[src/rtl/mux16_sched_pkg.sv]
// Shared constants and FSM encodings for the round-robin mux16 scheduler.
package mux16_sched_pkg;

  localparam int unsigned N_REQ = 16;
  localparam int unsigned SEL_W = 4;
  localparam int unsigned S1_W  = 3;

  localparam logic [1:0] ST_IDLE   = 2'd0;
  localparam logic [1:0] ST_SAMPLE = 2'd1;
  localparam logic [1:0] ST_HOLD   = 2'd2;

  // One-hot decode of a lane index.
  function automatic logic [N_REQ-1:0] sel_onehot(input logic [SEL_W-1:0] sel);
    return N_REQ'(1) << sel;
  endfunction

endpackage

[src/rtl/mux16_rr_scheduler_rr_pick16.sv]
// Combinational round-robin picker: first set request at or above base, wrapping.
module rr_pick16
  import mux16_sched_pkg::*;
(
  input  logic [N_REQ-1:0] req,
  input  logic [SEL_W-1:0] base,
  output logic             any,
  output logic [SEL_W-1:0] idx,
  output logic [N_REQ-1:0] onehot
);

  logic [2*N_REQ-2:0] dbl;
  logic [N_REQ-1:0]   rot;
  logic [SEL_W-1:0]   off;

  // Doubling the vector turns the wrap-around search into a plain window select.
  always_comb begin
    dbl = {req[N_REQ-2:0], req};
    rot = dbl[base +: N_REQ];
    off = '0;
    for (int i = N_REQ - 1; i >= 0; i--) begin
      if (rot[i]) off = SEL_W'(i);
    end
    any    = |req;
    idx    = base + off;
    onehot = any ? sel_onehot(idx) : '0;
  end

endmodule

[src/rtl/mux16_rr_scheduler.sv]
// Shares the 16:1 mux16_1 datapath among 16 lanes with round-robin grants and
// presents each sampled word on a valid/ready port.
module mux16_rr_scheduler
  import mux16_sched_pkg::*;
#(
  parameter int unsigned DW    = 4,
  parameter int unsigned N_REQ = 16
) (
  input  logic             clk,
  input  logic             rst_n,
  input  logic [N_REQ-1:0] req,
  output logic [N_REQ-1:0] grant,
  output logic [S1_W-1:0]  s1,
  output logic             s0,
  input  logic [DW-1:0]    mux_y,
  output logic [DW-1:0]    out_data,
  output logic [SEL_W-1:0] out_src,
  output logic             out_valid,
  input  logic             out_ready
);

  logic [1:0]       state, state_n;
  logic [SEL_W-1:0] ptr, ptr_n;
  logic [SEL_W-1:0] sel, sel_n;
  logic [N_REQ-1:0] grant_n;
  logic [DW-1:0]    out_data_n;
  logic [SEL_W-1:0] out_src_n;
  logic             out_valid_n;

  logic             pick_any;
  logic [SEL_W-1:0] pick_idx;
  logic [N_REQ-1:0] pick_onehot;

  rr_pick16 u_pick (
    .req    (req),
    .base   (ptr),
    .any    (pick_any),
    .idx    (pick_idx),
    .onehot (pick_onehot)
  );

  assign s1 = sel[SEL_W-1:1];
  assign s0 = sel[0];

  // Next-state and register-update logic; a grant is held until its handshake.
  always_comb begin
    state_n     = state;
    ptr_n       = ptr;
    sel_n       = sel;
    grant_n     = grant;
    out_data_n  = out_data;
    out_src_n   = out_src;
    out_valid_n = out_valid;
    case (state)
      ST_IDLE: begin
        grant_n = '0;
        if (pick_any) begin
          sel_n   = pick_idx;
          grant_n = pick_onehot;
          state_n = ST_SAMPLE;
        end
      end
      ST_SAMPLE: begin
        out_data_n  = mux_y;
        out_src_n   = sel;
        out_valid_n = 1'b1;
        state_n     = ST_HOLD;
      end
      ST_HOLD: begin
        if (out_valid && out_ready) begin
          out_valid_n = 1'b0;
          grant_n     = '0;
          ptr_n       = sel + SEL_W'(1);
          state_n     = ST_IDLE;
        end
      end
      default: begin
        state_n = ST_IDLE;
      end
    endcase
  end

  always_ff @(posedge clk or negedge rst_n) begin
    if (!rst_n) begin
      state     <= ST_IDLE;
      ptr       <= '0;
      sel       <= '0;
      grant     <= '0;
      out_data  <= '0;
      out_src   <= '0;
      out_valid <= 1'b0;
    end else begin
      state     <= state_n;
      ptr       <= ptr_n;
      sel       <= sel_n;
      grant     <= grant_n;
      out_data  <= out_data_n;
      out_src   <= out_src_n;
      out_valid <= out_valid_n;
    end
  end

endmodule

[config.mk]
export PLATFORM = sky130hd
export DESIGN_NAME = mux16_rr_scheduler
export DESIGN_NICKNAME = d
export VERILOG_FILES = /design/src/rtl/mux16_sched_pkg.sv /design/src/rtl/mux16_rr_scheduler_rr_pick16.sv /design/src/rtl/mux16_rr_scheduler.sv
export SDC_FILE = /design/constraint.sdc
export NUM_CORES = 1
export LEC_CHECK = 0
export ABC_AREA = 1
export CAP_MARGIN = 5
export CORE_ASPECT_RATIO = 1.25
export CORE_MARGIN = 2
export CORE_UTILIZATION = 30
export DETAILED_ROUTE_END_ITERATION = 8
export GPL_TIMING_DRIVEN = 0
export HOLD_SLACK_MARGIN = 0.02
export REMOVE_ABC_BUFFERS = 1
export SETUP_SLACK_MARGIN = 0.15
export SKIP_LAST_GASP = 1
export SYNTH_ARGS = -nofsm -noshare
export SYNTH_HDL_FRONTEND = slang
export SYNTH_SLANG_ARGS = --single-unit
[constraint.sdc]
create_clock -name clk -period 4.4 [get_ports clk]
set_input_delay 0.44 -clock clk [delete_from_list [all_inputs] [get_ports clk]]
set_output_delay 0.44 -clock clk [all_outputs]
set_load 0.01 [all_outputs]
==> reports/qor.csv, run 1 <==
metric,value,unit
regArea,882.1,um^2
num_io_pins,52,
numPortBuffers,51,
multiInputGateArea,1528,um^2
ant_nets,0,
grt_pass1_wl,11.72,mm
clk_latency,0.29,ns
synth_async_sr_flop_share,100.0,%
synth_compound_area_share,8.377,%
rsz0062_at_grt,no,
yosysSeqAreaShare,33.51,%
slew_viol_final,0,
die_area,9480,um^2
clock_tree.htree_level_count,2,
met2_usage,26.95,%
hpwlAfterDp,5.025,mm
synthFlopType,dfrtp_1,
cts_resized,0,
cts_hold_buffers,0,
rows,38,
final_hold_viol_count,0,
worstMarginPinSlew,1.084,ns
num_antenna_cells,0,
worst_slack,0.6909,ns
hold_class,in2async,
outcome,"finished, final reports clean",
fp.coreArea,8558,um^2
mostFrequentLayoutCells,"nand2_1 (144), nand3_1 (60), clkdlybuf4s50_1 (50)",
finalSetupTns,0,ns
slew_headroom,27.44,%
busiest_layer,met2,
dp.cells,516,
postSynthCellCount,379,
setup_violations,0,
antenna_found_initial,0,
clockBufferDepth,2,
dr.first_iter.drc_count,171,
nFillCells,919,
endpoint_kind,register,
nets,451,
crit_fanout,25,
wirelength,6.665,mm
p_leak,1.570,nW
synth-simple-area-share,43.61,%
die_y,108.4,um
start_util,30.54,%
cts_buffers,5,
gpl.final_weighted_congestion,0.8470,
maxCapViolations,0,
yosys.cell_types.count,36,
wire_per_inst,12.72,um
finalCritPeriodShare,84.30,%
p_total,0.002876,W
area_growth,25.13,%
cts.sinks,35,
clockRootBuffer,clkbuf_8,
synth_adder_area_share,2.393,%
yosys_warnings,0,
drive_above_1_share,13.21,%
grt_max_degree,36,
vias_per_cell,4.918,
path_class,reg2reg,
dp_slack,0.2959,ns
synth_xor_area_share,2.058,%
max_clock_freq,269.6,MHz
syn_area,2614,um^2
final_common_cell,nand2_1,
holdWs,0.2335,ns
track_usage,15.16,%
die_x,87.49,um
p_per_area,879.3,nW/um^2
grt_use_met3,2.672,%
synth_mux_area_share,1.723,%
drt_pass1_iterations,4,
synth_edf_count,0,
route.detailed.drc,0,
cts_setup_buffers,0,
cts_tree,built,
arrival,3.90,ns
irDropWorstVdd,401.8,uV
yosys_register_bits,35,
grt-ovfl-total,0,
synth_top_family_by_area,simple AND/OR/NAND/NOR gates,
gr-usage-met1,18.44,%
worst_setup_path_start_kind,register,
syn_area_per_cell,6.896,um^2
clk_pin_slew,0.08,ns
period_needed,3.709,ns
final_cells,524,
grt_pass1_vias,2572,
cp.required,4.59,ns
fin_skew,0.01068,ns
vias,2577,
-- stage by stage --
step	instance area [um^2]	utilization [%]
detailed placement	3144	36.74
CTS	3257	38.06
global route	3271	38.22
global placement	3149	36.80
finish	3271	38.22
floorplan	2514	-
-- flip-flops by register name, indices dropped and copies added, names as in the netlist --
register	flops
grant	16
ptr	4
out_src	4
sel	4
state	2
out_data	4
out_valid	1
-- cells in the mapped netlist, types with 3 or more instances --
master | n | area, um^2
dfrtp_1 | 35 | 875.8
xor2_1 | 3 | 26.28
nand3_1 | 60 | 300.3
or4_1 | 4 | 30.03
o21ai_1 | 11 | 55.05
ha_1 | 5 | 62.56
nand3_2 | 6 | 60.06
o21ai_2 | 3 | 26.28
mux2_2 | 4 | 45.04
nor2_1 | 15 | 56.30
buf_2 | 7 | 35.03
inv_1 | 19 | 71.32
nand2_2 | 12 | 75.07
inv_2 | 6 | 22.52
nand2_1 | 144 | 540.5
a21oi_1 | 5 | 25.02
o21ai_0 | 13 | 65.06
-- worst max-delay path, stage by stage, from the launching register on --
cell and delay (ns):
dfrtp_1 0.49, inv_1 0.61, nand3_1 0.15, o21ai_1 0.23
nand2_1 0.11, nand2_1 0.07, nand2_1 0.05, nand2_1 0.06
nand2_1 0.05, nand2_1 0.06, nand2_1 0.04, nand2_1 0.05
nand2_1 0.04, nand2_1 0.05, nand2_1 0.04, nand2_1 0.05
a21oi_1 0.08, ha_1 0.20, a21oi_1 0.22, o21bai_1 0.13
xor2_2 0.24, xor2_4 0.33, inv_4 0.10, nand2_1 0.07
nand2_1 0.05
-- area by class of cell --
| cell class | count | area share [%] |
|---|---|---|
| Multi-Input combinational cell | 302 | 46.71 |
| Sequential cell | 35 | 26.97 |
| Timing Repair Buffer | 51 | 15.46 |
| Tap cell | 100 | 3.826 |
| Inverter | 28 | 3.596 |
| Clock buffer | 5 | 2.104 |
| Clock inverter | 3 | 1.339 |
-- kinds of logic (layout without fill, tap and decap cells) --
kind of cell | count (synthesis) | after routing
muxes | 4 | 4
DFF | 35 | 35
and+or+nand+nor | 251 | 251
buffers and inverters | 42 | 87
xor gates and xnor gates | 4 | 4
adders and majority gates | 5 | 5
AOI/OAI and AO/OA | 38 | 38
-- final timing paths --
| kind | from | end | slack, ns | cells past startpoint |
|---|---|---|---|---|
| min in group clk | grant[0] | grant[0] | 0.48 | 2 |
| worst max register to register | ptr[3] | grant[13] | 0.69 | 24 |
| worst min-delay path | rst_n | grant[13] | 0.23 | 1 |
| max in group asynchronous | rst_n | ptr[0] | 3.58 | 1 |
| worst max-delay path | ptr[3] | grant[13] | 0.69 | 24 |
| worst min register to register | grant[0] | grant[0] | 0.48 | 2 |
-- metal layers --
metal	routed length, um	part of all wire, %
met1	2869	43
met2	3372	51
met3	288	4.3
met5	0	0
met4	134	2.0
-- power breakdown --
group	total, W	switching (W)	internal, W
combinational	0.00199	0.00126	0.000733
sequential	0.000592	0.000150	0.000442
clock	0.000294	0.000125	0.000169
Note: power is estimated with default switching activity, not from simulation.
==> inputs of run 2 (changes only) <==
Clock period 4.4 ns to 3.4 ns, I/O delays scaled along.
==> run 2 against run 1 <==
Against the previous run: total power is 69% higher; first-iteration DRC count fell by 20%; sequential cell count is the same; register-to-register slack got worse by 0.60 ns; highest routed layer unchanged; die area is the same; clock power grew 30%.
==> reports/qor.csv, run 2 (synthesized netlist as in run 1, its figures left out) <==
metric,value,unit
outcome,"finished, final reports clean",
wire_per_inst,13.57,um
path_class,reg2reg,
arrival,3.48,ns
final_common_cell,nand2_1,
hold_class,in2async,
slew_viol_final,0,
p_per_area,1248,nW/um^2
track_usage,16.25,%
irDropWorstVdd,617.6,uV
endpoint_kind,register,
p_total,0.004868,W
p_leak,1.839,nW
fp.coreArea,8558,um^2
max_clock_freq,302.5,MHz
wirelength,7.561,mm
route.detailed.drc,0,
gpl.final_weighted_congestion,0.8470,
start_util,30.54,%
largest_reg_flops,16,
mostFrequentLayoutCells,"nand2_1 (112), clkdlybuf4s50_1 (50), nand2_2 (40)",
dp_slack,-0.7041,ns
grt-ovfl-total,0,
clockBufferDepth,2,
grt_max_degree,36,
cts_buffers,5,
cts_tree,built,
die_y,108.4,um
grt_pass1_wl,12.52,mm
rows,38,
die_x,87.49,um
hpwlAfterDp,5.025,mm
final_hold_viol_count,0,
drive_above_1_share,36.32,%
cts.sinks,35,
die_area,9480,um^2
finalCritPeriodShare,97.21,%
clk_pin_slew,0.08,ns
worst_setup_path_start_kind,register,
fin_skew,0.01155,ns
placed_area,3144,um^2
maxCapViolations,0,
nets,484,
dr.first_iter.drc_count,136,
antenna_found_initial,0,
slew_headroom,26.46,%
worst_slack,0.09471,ns
cts_hold_buffers,0,
nFillCells,851,
worstMarginPinSlew,1.099,ns
vias_per_cell,5.075,
vias,2827,
num_antenna_cells,0,
numPortBuffers,51,
regMostFlops,grant,
drt_pass1_iterations,4,
num_io_pins,52,
setup_violations,0,
cp.required,3.58,ns
clk_latency,0.30,ns
clock_tree.htree_level_count,2,
rsz0062_at_grt,yes,
clockRootBuffer,clkbuf_8,
fin_area,3900,um^2
crit_fanout,8,
ant_nets,0,
grt_pass1_vias,2811,
period_needed,3.305,ns
area_growth,49.21,%
==> run 2: changes by cell type in the layout (fill, tap and decap cells not counted), moves of 5 or more <==
cell     previous run  this run
nand3_1            60        33
o21ai_1            11         6
nand2_1           144       112
nand3_2             6        32
nand2_2            12        40
buf_4               0        23
buf_6               0         6
o21ai_2             3         8
==> run 2: per-stage QoR <==
stage | hold slack [ns] | TNS, ns | cells | utilization, %
after floorplan | 0.04441 | -0.2619 | 365 | -
after global placement | 0.4651 | -9.747 | 516 | 36.80
after detailed placement | 0.4645 | -10.91 | 516 | 36.74
after CTS | 0.1463 | 0 | 553 | 43.11
after global routing | 0.1895 | -3.480 | 557 | 45.57
final | 0.1288 | 0 | 557 | 45.57
==> run 2: power breakdown <==
group,leakage [nW],internal (W),total (W),switching (W)
Combinational,1.33,0.00161,0.00372,0.00211
Clock,0.0581,0.000218,0.000383,0.000164
Sequential,0.446,0.000576,0.000763,0.000186
==> run 2: repair_timing <==
| action | in CTS | in global routing |
|---|---|---|
| buffers inserted | 26 | 4 |
| pin swaps | 22 | 22 |
| setup endpoints to repair | 19 | 19 |
| resized for setup | 59 | 48 |
| cloned | 3 | 0 |
==> run 2: final timing paths <==
check,start,end,slack (ns),depth (start not counted)
max in group asynchronous,rst_n,ptr[0],2.68,1
min in group clk,grant[0],grant[0],0.48,2
min reg2reg,grant[0],grant[0],0.48,2
min,rst_n,grant[13],0.13,1
max reg2reg,ptr[0],grant[15],0.09,27
max,ptr[0],grant[15],0.09,27
==> run 2: per-layer routing <==
metal | part of all wire, % | up-vias | track usage (%) | wire length (um)
met3 | 4.4 | 18 | 2.672 | 329
met5 | 0 | - | 0 | 0
met1 | 41 | 1339 | 19.03 | 3098
met4 | 2.6 | 0 | 5.604 | 200
li1 | - | 1390 | - | -
met2 | 52 | 80 | 29.49 | 3933
==> run 2: critical path, stage by stage (launching register included) <==
cell and delay, ns:
dfrtp_4 0.59, buf_6 0.17, nand2_2 0.06, nand3_1 0.13, nand3_2 0.10, nand2_1 0.09, o21ai_2 0.14, nand2_1 0.07
nand2_1 0.05, nand2_1 0.05, nand2_1 0.06, nand2_1 0.05, nand2_1 0.06, nand2_1 0.04, nand2_1 0.05, nand2_1 0.04
nand2_1 0.05, nand2_1 0.05, nand2_1 0.07, a21oi_2 0.06, ha_2 0.21, a21oi_4 0.18, o21bai_4 0.09, xor2_4 0.23
xor2_4 0.28, inv_4 0.10, nand2_2 0.07, nand2_1 0.05
==> run 2: layout make-up <==
cell class	count	area (um^2)	area share (%)
sequential	35	885.9	22.71
multi-input combinational	302	1843	47.26
tap	100	125.1	3.208
inverter	28	128.9	3.304
timing repair buffer	82	785.8	20.15
clock inverter	3	43.79	1.123
timing repair inverter	2	18.77	0.4812
clock buffer	5	68.82	1.765
==> inputs of run 3 (changes only) <==
Settings changed: CORE_MARGIN 2 to 1.5.
==> run 3 against run 2 <==
Against the previous run: non-clock buffer count grew 6; sequential cell count is the same; clock skew shrank 0.0051 ns; worst hold slack lost 0.0085 ns; die area shrank 2.1%; first-iteration DRC count grew 16%; fmax shrank 2.5%; core utilization grew 1.9 points; count of clock-buffer cells in the layout grew 1; sequential share of layout area shrank 0.33 points; routed wire length is essentially flat; cell count grew 0.36%.
==> reports/qor.csv, run 3 (synthesized netlist as in run 1, its figures left out) <==
metric,value,unit
clk_latency,0.29,ns
mostFrequentLayoutCells,"nand2_1 (119), clkdlybuf4s50_1 (50), nand3_1 (36)",
cts_tree,built,
numPortBuffers,51,
crit_chain,"buf_6, buf_6, nand2_2, nand3_2, nand3_2, nand2_1, nand2_1, nand2_2, a21oi_2, inv_1, a31oi_1, nor2_1, o21bai_1, a21oi_1, ha_1, a21oi_4, o21bai_4, xor2_4, xor2_4, inv_4, nand2_2, nand2_1",
reg2regPathDepth,22,
clockBufferDepth,2,
path_class,reg2reg,
clock_tree.htree_level_count,2,
dp.cells,513,
start_util,31.37,%
fp.coreArea,8333,um^2
grt_max_degree,36,
drive_above_1_share,35.28,%
crit_fanout,8,
grt_pass1_wl,12.44,mm
die_area,9285,um^2
track_usage,16.57,%
maxCapViolations,0,
largest_reg_flops,16,
setup_violations,0,
vias_per_cell,5.134,
wirelength,7.556,mm
final_common_cell,nand2_1,
num_io_pins,52,
hpwlAfterDp,4.878,mm
worst_setup_path_start_kind,register,
nets,489,
cts_hold_buffers,0,
slew_headroom,28.51,%
crit_slowest_cell,dfrtp_4,
die_y,107.4,um
dr.first_iter.drc_count,158,
max_clock_freq,294.9,MHz
finalCritPeriodShare,99.75,%
dp_slack,-0.6920,ns
vias,2870,
worst_slack,0.008484,ns
grt-ovfl-total,0,
nFillCells,812,
route.detailed.drc,0,
slew_viol_final,0,
crit_path_max_incr_delay,0.54,ns
antenna_found_initial,0,
final_hold_viol_count,0,
hold_class,in2async,
final_cells,559,
gpl.final_weighted_congestion,0.8875,
clk_pin_slew,0.07,ns
die_x,86.49,um
drt_pass1_iterations,4,
arrival,3.57,ns
period_needed,3.392,ns
clockRootBuffer,clkbuf_8,
ant_nets,0,
regMostFlops,grant,
worstMarginPinSlew,1.068,ns
fin_skew,0.006473,ns
num_antenna_cells,0,
outcome,"finished, final reports clean",
cp.required,3.58,ns
grt_pass1_vias,2851,
area_growth,51.22,%
holdWs,0.1203,ns
rows,37,
cts.sinks,35,
placed_area,3141,um^2
endpoint_kind,register,
cts_buffers,5,
rsz0062_at_grt,yes,
wire_per_inst,13.52,um
fin_area,3953,um^2
run 3: cell types whose count changed in the layout (fill, tap and decap cells not counted), moves of 3 or more:
cell,delta
nand2_2,-8
nand2_1,+7
buf_4,+6
nor2_4,+4
nand3_1,+3
nor2_1,-3
run 3: layout make-up:
cell class                 instances  area [um^2]  area share [%]
inverter                          28        126.4           3.197
clock inverter                     2        35.03          0.8864
timing repair inverter             1        7.507          0.1899
multi-input combinational        302         1864           47.17
clock buffer                       6        82.58           2.089
timing repair buffer              88        830.8           21.02
tap                               97        121.4           3.071
sequential                        35        884.6           22.38
run 3: critical path, delay by kind of cell, from the launching register on:
kind | cells | cell delay, ns
AO/OA/AOI/OAI | 6 | 0.80
XOR/XNOR | 2 | 0.48
flip-flops | 1 | 0.54
adder cells (fa/ha/maj) | 1 | 0.34
buffers and inverters | 4 | 0.44
AND/OR/NAND/NOR | 9 | 0.68
run 3: worst paths after layout:
check                         start   endpoint  slack (ns)
min in group clk           grant[9]   grant[9]        0.48
min                           rst_n   grant[8]        0.12
min reg2reg                grant[9]   grant[9]        0.48
max reg2reg                  ptr[0]  grant[13]       0.008
max in group asynchronous     rst_n     ptr[0]        2.70
max                          ptr[0]  grant[13]       0.008
run 3: stage by stage:
| stage | TNS (ns) | util (%) |
|---|---|---|
| detailed placement | -10.39 | 37.69 |
| global placement | -9.703 | 37.75 |
| floorplan | -0.2619 | - |
| global route | -4.397 | 47.43 |
| finish | 0 | 47.43 |
| CTS | 0 | 44.10 |
run 3: repair_timing:
item	4_1_cts	5_1_grt
resized for setup	44	62
setup endpoints to repair	19	19
endpoints found under the hold margin	0	0
gates cloned	1	0
pin swaps	19	19
setup buffers	33	4
run 3: routing by layer:
layer	GRT usage, %	routed length, um
met2	29.46	3836
met4	6.912	206
met1	19.57	3055
met3	2.607	457
met5	0	0
Power of run 3 is left out: the tool's default activity adds up to more than one toggle a clock period on the data nets, which glitch-free logic cannot reach.
